<file path="src/rtl/life_pkg.sv">
// Shared definitions for the life array readout path: the width helper and
// the frame scanner state encoding.
package life_pkg;

    // Frame scanner states: waiting, streaming cells, closing the frame.
    typedef enum logic [1:0] {
        ST_IDLE = 2'd0,
        ST_SCAN = 2'd1,
        ST_DONE = 2'd2
    } scan_state_e;

    // Bits needed to index n distinct values, never less than one bit so a
    // 1-wide array still gets a usable index port.
    function automatic int clog2_min1(input int n);
        int w;
        w = 1;
        for (int i = 1; i < 31; i++) begin
            if (int'(32'd1 << i) < n) begin
                w = i + 1;
            end
        end
        return w;
    endfunction

endpackage

</file>
<file path="src/rtl/life_rc_counter.sv">
// Row/column walker for the frame scanner. Visits cells in row-major order
// and flags the final cell (ROWS-1, COLS-1) with a registered last bit.
module life_rc_counter
    import life_pkg::*;
#(
    parameter int ROWS = 16,
    parameter int COLS = 16
) (
    input  logic                          clk,
    input  logic                          reset,
    input  logic                          clr_i,
    input  logic                          adv_i,
    output logic [clog2_min1(ROWS)-1:0]   row_o,
    output logic [clog2_min1(COLS)-1:0]   col_o,
    output logic                          last_o
);

    localparam int RW = clog2_min1(ROWS);
    localparam int CW = clog2_min1(COLS);
    localparam logic [RW-1:0] ROW_MAX = RW'(ROWS - 1);
    localparam logic [CW-1:0] COL_MAX = CW'(COLS - 1);
    localparam logic ONE_CELL = ((ROWS * COLS) == 1) ? 1'b1 : 1'b0;

    logic [RW-1:0] row_q, row_d;
    logic [CW-1:0] col_q, col_d;
    logic          last_q, last_d;

    // Next position: clear to the origin, or step one cell with column wrap.
    always_comb begin
        row_d  = row_q;
        col_d  = col_q;
        last_d = last_q;
        if (clr_i) begin
            row_d  = {RW{1'b0}};
            col_d  = {CW{1'b0}};
            last_d = ONE_CELL;
        end else if (adv_i) begin
            if (last_q) begin
                // Stepping past the final cell parks the walker at the origin.
                row_d  = {RW{1'b0}};
                col_d  = {CW{1'b0}};
                last_d = 1'b0;
            end else begin
                if (col_q == COL_MAX) begin
                    col_d = {CW{1'b0}};
                    row_d = row_q + RW'(1);
                end else begin
                    col_d = col_q + CW'(1);
                    row_d = row_q;
                end
                last_d = (row_d == ROW_MAX) && (col_d == COL_MAX);
            end
        end else begin
            row_d  = row_q;
            col_d  = col_q;
            last_d = last_q;
        end
    end

    // Position registers.
    always_ff @(posedge clk or posedge reset) begin
        if (reset) begin
            row_q  <= {RW{1'b0}};
            col_q  <= {CW{1'b0}};
            last_q <= 1'b0;
        end else begin
            row_q  <= row_d;
            col_q  <= col_d;
            last_q <= last_d;
        end
    end

    assign row_o  = row_q;
    assign col_o  = col_q;
    assign last_o = last_q;

endmodule

</file>
<file path="src/rtl/life_frame_scanner.sv">
// Readout stage for the life cell array: snapshots the alive/previous planes
// on start, streams one cell per valid/ready transfer in row-major order and
// publishes population and change counts when the frame closes.
module life_frame_scanner
    import life_pkg::*;
#(
    parameter int ROWS = 16,
    parameter int COLS = 16
) (
    input  logic                                  clk,
    input  logic                                  reset,
    input  logic [ROWS*COLS-1:0]                  alive_vec,
    input  logic [ROWS*COLS-1:0]                  prev_vec,
    input  logic                                  start,
    input  logic                                  out_ready,
    output logic                                  out_valid,
    output logic                                  out_alive,
    output logic                                  out_changed,
    output logic [clog2_min1(ROWS)-1:0]           out_row,
    output logic [clog2_min1(COLS)-1:0]           out_col,
    output logic                                  out_last,
    output logic                                  busy,
    output logic                                  frame_done,
    output logic [clog2_min1(ROWS*COLS+1)-1:0]    live_count,
    output logic [clog2_min1(ROWS*COLS+1)-1:0]    change_count,
    output logic                                  stable
);

    localparam int N  = ROWS * COLS;
    localparam int SW = clog2_min1(N + 1);

    scan_state_e   state_q, state_d;
    logic [N-1:0]  alive_snap_q;
    logic [N-1:0]  chg_snap_q;
    logic          valid_q, busy_q, done_q;
    logic [SW-1:0] live_acc_q, chg_acc_q;
    logic [SW-1:0] live_cnt_q, chg_cnt_q;
    logic          stable_q;

    logic          xfer_s, capture_s, finish_s, last_s;
    logic [SW-1:0] live_sum_s, chg_sum_s;

    // The snapshot is consumed as a shift register, so bit 0 is always the
    // presented cell and the cell outputs come straight from flops.
    assign xfer_s     = valid_q & out_ready;
    assign live_sum_s = live_acc_q + SW'(alive_snap_q[0]);
    assign chg_sum_s  = chg_acc_q + SW'(chg_snap_q[0]);

    life_rc_counter #(
        .ROWS (ROWS),
        .COLS (COLS)
    ) u_rc (
        .clk    (clk),
        .reset  (reset),
        .clr_i  (capture_s),
        .adv_i  (xfer_s),
        .row_o  (out_row),
        .col_o  (out_col),
        .last_o (last_s)
    );

    // Frame sequencing; start only matters while idle and is never queued.
    always_comb begin
        state_d   = state_q;
        capture_s = 1'b0;
        finish_s  = 1'b0;
        case (state_q)
            ST_IDLE: begin
                if (start) begin
                    state_d   = ST_SCAN;
                    capture_s = 1'b1;
                end else begin
                    state_d = ST_IDLE;
                end
            end
            ST_SCAN: begin
                if (xfer_s && last_s) begin
                    state_d  = ST_DONE;
                    finish_s = 1'b1;
                end else begin
                    state_d = ST_SCAN;
                end
            end
            ST_DONE: begin
                state_d = ST_IDLE;
            end
            default: begin
                state_d = ST_IDLE;
            end
        endcase
    end

    // State register and the handshake/status flags derived from next state.
    always_ff @(posedge clk or posedge reset) begin
        if (reset) begin
            state_q <= ST_IDLE;
            valid_q <= 1'b0;
            busy_q  <= 1'b0;
            done_q  <= 1'b0;
        end else begin
            state_q <= state_d;
            valid_q <= (state_d == ST_SCAN);
            busy_q  <= (state_d != ST_IDLE);
            done_q  <= (state_d == ST_DONE);
        end
    end

    // Snapshot capture on start, then shift one cell out per transfer.
    always_ff @(posedge clk or posedge reset) begin
        if (reset) begin
            alive_snap_q <= {N{1'b0}};
            chg_snap_q   <= {N{1'b0}};
        end else if (capture_s) begin
            alive_snap_q <= alive_vec;
            chg_snap_q   <= alive_vec ^ prev_vec;
        end else if (xfer_s) begin
            alive_snap_q <= alive_snap_q >> 1;
            chg_snap_q   <= chg_snap_q >> 1;
        end else begin
            alive_snap_q <= alive_snap_q;
            chg_snap_q   <= chg_snap_q;
        end
    end

    // Running per-frame accumulators over transferred cells.
    always_ff @(posedge clk or posedge reset) begin
        if (reset) begin
            live_acc_q <= {SW{1'b0}};
            chg_acc_q  <= {SW{1'b0}};
        end else if (capture_s) begin
            live_acc_q <= {SW{1'b0}};
            chg_acc_q  <= {SW{1'b0}};
        end else if (xfer_s) begin
            live_acc_q <= live_sum_s;
            chg_acc_q  <= chg_sum_s;
        end else begin
            live_acc_q <= live_acc_q;
            chg_acc_q  <= chg_acc_q;
        end
    end

    // Published statistics, folded in with the final cell on entry to DONE.
    always_ff @(posedge clk or posedge reset) begin
        if (reset) begin
            live_cnt_q <= {SW{1'b0}};
            chg_cnt_q  <= {SW{1'b0}};
            stable_q   <= 1'b0;
        end else if (finish_s) begin
            live_cnt_q <= live_sum_s;
            chg_cnt_q  <= chg_sum_s;
            stable_q   <= (chg_sum_s == {SW{1'b0}});
        end else begin
            live_cnt_q <= live_cnt_q;
            chg_cnt_q  <= chg_cnt_q;
            stable_q   <= stable_q;
        end
    end

    assign out_valid    = valid_q;
    assign out_alive    = alive_snap_q[0];
    assign out_changed  = chg_snap_q[0];
    assign out_last     = last_s;
    assign busy         = busy_q;
    assign frame_done   = done_q;
    assign live_count   = live_cnt_q;
    assign change_count = chg_cnt_q;
    assign stable       = stable_q;

endmodule

</file>
<file path="config.mk">
export PLATFORM = sky130hd
export DESIGN_NAME = life_frame_scanner
export DESIGN_NICKNAME = d
export VERILOG_FILES = /design/src/rtl/life_pkg.sv /design/src/rtl/life_rc_counter.sv /design/src/rtl/life_frame_scanner.sv
export SDC_FILE = /design/constraint.sdc
export NUM_CORES = 2
export LEC_CHECK = 0
export ABC_AREA = 1
export BUFFER_PORTS_ARGS = -buffer_cell sky130_fd_sc_hd__buf_2
export CELL_PAD_IN_SITES_DETAIL_PLACEMENT = 1
export CELL_PAD_IN_SITES_GLOBAL_PLACEMENT = 1
export CORE_MARGIN = 3
export CORE_UTILIZATION = 37
export CTS_CLUSTER_DIAMETER = 40
export CTS_CLUSTER_SIZE = 10
export DETAILED_ROUTE_END_ITERATION = 6
export PLACE_DENSITY = 0.81
export SETUP_SLACK_MARGIN = 0.02
export SLEW_MARGIN = 30
export SYNTH_ARGS = -nofsm -noshare
export SYNTH_HDL_FRONTEND = slang
export SYNTH_SLANG_ARGS = --single-unit
export TNS_END_PERCENT = 50
</file>
<file path="constraint.sdc">
create_clock -name clk -period 35.9 [get_ports clk]
set_clock_uncertainty 0.2 [all_clocks]
set_input_delay 1.795 -clock clk [delete_from_list [all_inputs] [get_ports clk]]
set_output_delay 1.795 -clock clk [all_outputs]
set_load 0.02 [all_outputs]
</file>
# == After elaboration in Yosys (flattened, before gate mapping) ==
# Cells that the tools add are included.
# word_totals
ff_bits,563
latch_bits,0
ramBits,0
romBits,0
word_cells,64
memories,0
# op_classes
n_addsub,4
n_mul,0
n_div,0
magnitude_cmp,0
eq_ne,6
shifts,0
muxes,32
n_bitwise,2
n_reduce_logical,6
# op_table
cell,n
2-to-1 mux 256 bit,4
XOR 256 bit,1
2-to-1 mux 4 bit,14
2-to-1 mux 9 bit,4
adder 9 x 1 -> 9 bit,2
equality test 4 bit (second input constant),3
zero test 9 bit,1
adder 4 x 1 -> 4 bit (second input constant),2
2-to-1 mux 1 bit,8
equality test 2 x 1 -> 1 bit (second input constant),2
one-hot mux 2 bit (2 select lines),1
nonzero test 2 bit,2
equality test 2 bit (second input constant),1
logical AND 1 bit,2
zero test 2 bit,1
2-to-1 mux 2 bit,1
bitwise AND 1 bit,1

# == Longest topological paths before layout ==
# logic_depth
ltp_word,10
ltp_mapped,10
ltp_nobuf,10

# == Cells and area by module ==
# From an unflattened synthesis, not the netlist that was laid out.
# unflattened
cells_unflattened,3169
hier_area_um2,27526.4
# modules_own_cells
module,instances,cells_each,area_each_um2,seq_area_each_um2
life_frame_scanner,1,3103,26992.1,13863.3
life_rc_counter,1,66,534.3,225.2

# == Worst setup path after synthesis ==
# Ideal clock, no wire load.
# synth_path
kind,input to register
from,input start
to,register alive_snap_q[179]
setup_time_ps,142
arrival_time_ps,2621
t_required_ps,35558
setup_slack_ps,32937
cell_stages,7
path_buffers,2
cell_sequence,nand3_2 inv_2 nor2_2 inv_2 buf_4 clkbuf_1 o221ai_1
# synth_between
elab_chain_len,3
# synth_rtl
element,line,rtl
"start, declared",life_frame_scanner.sv:14,"input logic start,"
2-to-1 mux 1 bit (*),life_frame_scanner.sv:69,if (start) begin
2-to-1 mux 1 bit (*),life_frame_scanner.sv:67,case (state_q)
2-to-1 mux 256 bit or nonzero test 2 bit (tied branches),n/a,
"end signal, assigned",life_frame_scanner.sv:111,alive_snap_q <= {N{1'b0}};
"end signal, assigned",life_frame_scanner.sv:114,alive_snap_q <= alive_vec;
"end signal, assigned",life_frame_scanner.sv:117,alive_snap_q <= alive_snap_q >> 1;
"end, declared",life_frame_scanner.sv:33,logic [N-1:0] alive_snap_q;
# Every way passes the cells marked *; elsewhere a longest branch is shown, timed or not.
# A chain may end at the register's enable or synchronous reset.

# == Final worst setup path ==
# layout_path
from,input start
to,register chg_snap_q[188]
# layout_between
elab_chain_len,3
# layout_rtl
element,line,rtl
2-to-1 mux 1 bit (*),life_frame_scanner.sv:69,
2-to-1 mux 1 bit (*),life_frame_scanner.sv:67,
2-to-1 mux 256 bit or nonzero test 2 bit (tied branches),n/a,
"end signal, assigned",life_frame_scanner.sv:112,chg_snap_q <= {N{1'b0}};
"end signal, assigned",life_frame_scanner.sv:115,chg_snap_q <= alive_vec ^ prev_vec;
"end signal, assigned",life_frame_scanner.sv:118,chg_snap_q <= chg_snap_q >> 1;
"end, declared",life_frame_scanner.sv:34,logic [N-1:0] chg_snap_q;
# Marks and branches as above.

==> results.md <==
* Outcome: finished, final reports clean
* Post-synthesis instance area at roughly 0.026 mm^2
* Data required time at the worst endpoint at roughly 36 ns
* Core Rows at between 90 and 100
* Number of endpoints with negative hold slack in the final report at 0
* Number of nets still failing antenna checks after routing at 0
* Width of the die at around 270 um
* Post-detailed-placement cell area at ~0.030 mm^2
* Flop and latch count out of synthesis at about 560
* Maximum number of pins on one net before global-route repair at between 200 and 250
* Mean Syn Cell Area at between 9 and 10 um^2
* DR DRC count at 0
* Port Buffer Count at 548
* Number of max-cap violations at 0
* Cell with the largest stage delay on the worst path: sky130_fd_sc_hd__buf_6
* Via count at approximately 23k
* RSZ-0062 raised after global routing: false
* Worst-skew pair later-pin latency at between 0.6 and 0.7 ns
* Buffer and inverter count on the worst path at 6
* Period utilization at 0.1399
* Worst Setup Start Kind: input pin
* Main flop type after synthesis: sky130_fd_sc_hd__dfrtp_1
* Most numerous cell in the Yosys netlist: sky130_fd_sc_hd__dfrtp_1
* Area growth, synth to finish at 25.74%
* Endpoint type of the worst setup path: flop
* Synthesized netlist cell count at about 2.8k
* Register Area at roughly 0.014 mm^2
* Share of synthesized flip-flops with an asynchronous set or reset at 1.000
* Number of buffers inserted for hold repair after clock tree synthesis at 0
* Placed Cells at around 4.1k
* Multi-input logic area at between 0.01 and 0.015 mm^2
* Total half-perimeter wirelength after legalization and detailed placement at 57.49 mm
* Largest fanout on the critical path at 116
* Fin. max-slew vios at 0
* Cell types with the highest counts after synthesis: sky130_fd_sc_hd__dfrtp_1, sky130_fd_sc_hd__nand2_1, sky130_fd_sc_hd__inv_1
* Area fraction in compound gates after synthesis at 0.1827
* Setup Fix Bufs, Post-CTS at 0
* CTS buffer count at 93
* Area leader, netlist: sky130_fd_sc_hd__dfrtp_1
* Pwr per Cell Area at 85.31 mW/mm^2
* Number of buffers between clock root and the deepest sink at 3
* Leak pwr at about 0.015 uW
* Setup TNS after final layout at 0 ns
* Post-synthesis share of cell area spent on and, or, nand and nor gates at 0.1115
* Cts repair resizes at 0
* Dominant combinational cell family by area after synthesis: compound AO/OA/AOI/OAI gates
* Synthesized-area fraction occupied by xor and xnor cells at 0.08768
* Syn nets at 3275
* Transition at the pin with the smallest max-transition slack at ~0.97 ns
* Crit-path leading delay family: buffers and inverters
* Placeable core area at roughly 0.070 mm^2
* Initial antenna violation count at 9
* Time the worst path needs with I/O delays and setup at approximately 5.0 ns
* Cells along the critical path: buf_2 > nand3_4 > inv_8 > nor2_4 > inv_8 > buf_6 > buf_4 > buf_16 > nor2_1 > a211oi_1
* Worst path most repeated cell: sky130_fd_sc_hd__inv_8
* Worst min-delay path category: reg -> reg
* Number of DRC markers after the initial detailed-route iteration at 1723
* Wire length of the first global-routing pass at roughly 140 mm
* Final Core Density at 0.4728
* Mux cell area share after synthesis at 0
* Total overflow reported by the global router at 0
* Gp weighted congestion at 0.8509
* Boundary Pins at 549
* Die footprint at around 0.075 mm^2
* Root buf cell: sky130_fd_sc_hd__clkbuf_16
* CTS clk-pin slew, worst paths at 0.05 ns
* Post-synth cell types at 31
* Initial standard-cell utilization of the core at 0.3760
* Via density per instance at 5.332
* Clock tree from TritonCTS: yes
* GRT Overall Usage at 0.2286
* Syn. warnings at 0
* Peak supply drop at about 0.000038 V
* WL per Instance at around 20 um
* Final setup viols at 0
* Area share of fa/ha/maj cells after synthesis at 0.003309
* Final Instance Count excl. Fillers at approximately 4.3k
* H-tree lvl count at 3
* Worst slew margin at 0.3528
* Final wirelength at ~87 mm
* Critical setup path kind: in -> reg
* Max incr delay on CP at ~0.60 ns
* Share of synthesized area occupied by flip-flops and latches at 0.5322
* Post-Layout Inst Area at roughly 0.033 mm^2
* TritonCTS Sinks at 563
* Height of the die at ~270 um
* Via count of the first global-routing pass at between 20k and 25k
* Final nets at 3762
* Maximum operating frequency at between 0.15 and 0.2 GHz
* Layout filler cell count at ~8.1k
* Area contributors post-synth: sky130_fd_sc_hd__dfrtp_1, sky130_fd_sc_hd__nand2_1, sky130_fd_sc_hd__xnor2_1, sky130_fd_sc_hd__o221ai_1, sky130_fd_sc_hd__inv_1
* Data arrival time of the critical path at 5.32 ns
* Area fraction of the dominant cell type after synthesis at 0.5322
* Post-synth EDFFs at 0
* Detailed-router iteration count before antenna repair at 5
* Ratio of cells with drive above 1 in the final layout at 0.2340
[worst reg2reg max path, cell delays in order (launching register included)]
cell                       delay [ns]
sky130_fd_sc_hd__dfrtp_1         0.36
sky130_fd_sc_hd__inv_1           0.13
sky130_fd_sc_hd__nand3_4         0.20
sky130_fd_sc_hd__inv_8           0.55
sky130_fd_sc_hd__nor2_4          0.26
sky130_fd_sc_hd__inv_8           0.52
sky130_fd_sc_hd__buf_6           0.62
sky130_fd_sc_hd__buf_4           0.60
sky130_fd_sc_hd__buf_16          0.32
sky130_fd_sc_hd__nor2_1          0.11
sky130_fd_sc_hd__a211oi_1        0.25
[cell type report]
class                           count  area share
Tap cell                          940     0.03534
Timing Repair Buffer              573     0.09079
Inverter                          343     0.03943
Sequential cell                   563      0.4233
Clock buffer                      117     0.07868
Antenna cell                        9   0.0006767
Clock inverter                     51     0.02466
Multi-Input combinational cell   1665      0.3071
[power breakdown]
group,internal [uW],switching (uW)
Combinational,301,513
Clock,641,333
Sequential,921,130
[flip-flops by register name, indices dropped and copies added (netlist names), 2 cells and up]
name / count
alive_snap_q: 256
chg_snap_q: 256
change_count: 9
chg_acc_q: 9
live_acc_q: 9
live_count: 9
u_rc.col_o: 4
u_rc.row_o: 4
state_q: 2
[kinds of logic after synthesis]
group,after synthesis
AND/OR/NAND/NOR,769
adder cells (fa/ha/maj),7
flip-flops,563
XOR/XNOR,265
AO/OA/AOI/OAI,624
buffers and inverters,524
[per-layer routing]
layer,part of all wire,track usage,up-vias
met5,0.000092,0,-
met2,0.50,0.3932,705
met1,0.41,0.2882,11494
met3,0.052,0.03637,187
met4,0.037,0.08947,2
li1,-,-,10331
[cells in the final DEF (no fill, tap or decap), types with 17 or more instances in the layout]
master	synthesis	final
sky130_fd_sc_hd__a221oi_1	54	54
sky130_fd_sc_hd__o21ai_0	41	41
sky130_fd_sc_hd__o221ai_1	188	188
sky130_fd_sc_hd__nand2_1	472	472
sky130_fd_sc_hd__o211ai_1	71	71
sky130_fd_sc_hd__a31oi_1	35	35
sky130_fd_sc_hd__inv_1	339	338
sky130_fd_sc_hd__xor2_1	71	71
sky130_fd_sc_hd__clkbuf_8	0	18
sky130_fd_sc_hd__clkbuf_16	0	94
sky130_fd_sc_hd__xnor2_1	194	194
sky130_fd_sc_hd__nand3_1	24	24
sky130_fd_sc_hd__dfrtp_1	563	563
sky130_fd_sc_hd__buf_2	67	548
sky130_fd_sc_hd__a211oi_1	94	94
sky130_fd_sc_hd__o211ai_2	20	20
sky130_fd_sc_hd__a21oi_1	29	29
sky130_fd_sc_hd__nor2_1	260	260
sky130_fd_sc_hd__bufinv_16	0	17
sky130_fd_sc_hd__o22ai_1	73	73
[through the flow]
| step | power (uW) | setup slack (ns) | hold WS [ns] |
|---|---|---|---|
| floorplan | 1618 | 18.16 | 0.2524 |
| global placement | 1806 | 30.04 | 0.2632 |
| detailed placement | 1856 | 30.05 | 0.2647 |
| CTS | 2857 | 30.68 | 0.2797 |
| global route | 3018 | 30.64 | 0.2972 |
| finish | 2839 | 30.88 | 0.2774 |
[path summary, 6_finish.rpt]
check | startpoint | endpoint | slack [ns] | cells past startpoint
min reg2reg | live_count[2] | live_count[2] | 0.28 | 2
max in group asynchronous | reset | chg_snap_q[168] | 31.63 | 5
max | start | chg_snap_q[188] | 30.88 | 10
min in group asynchronous | reset | chg_snap_q[45] | 1.11 | 2
min | live_count[2] | live_count[2] | 0.28 | 2
max reg2reg | state_q[1] | chg_snap_q[188] | 31.66 | 10
Power figures use the tool's default switching activity.
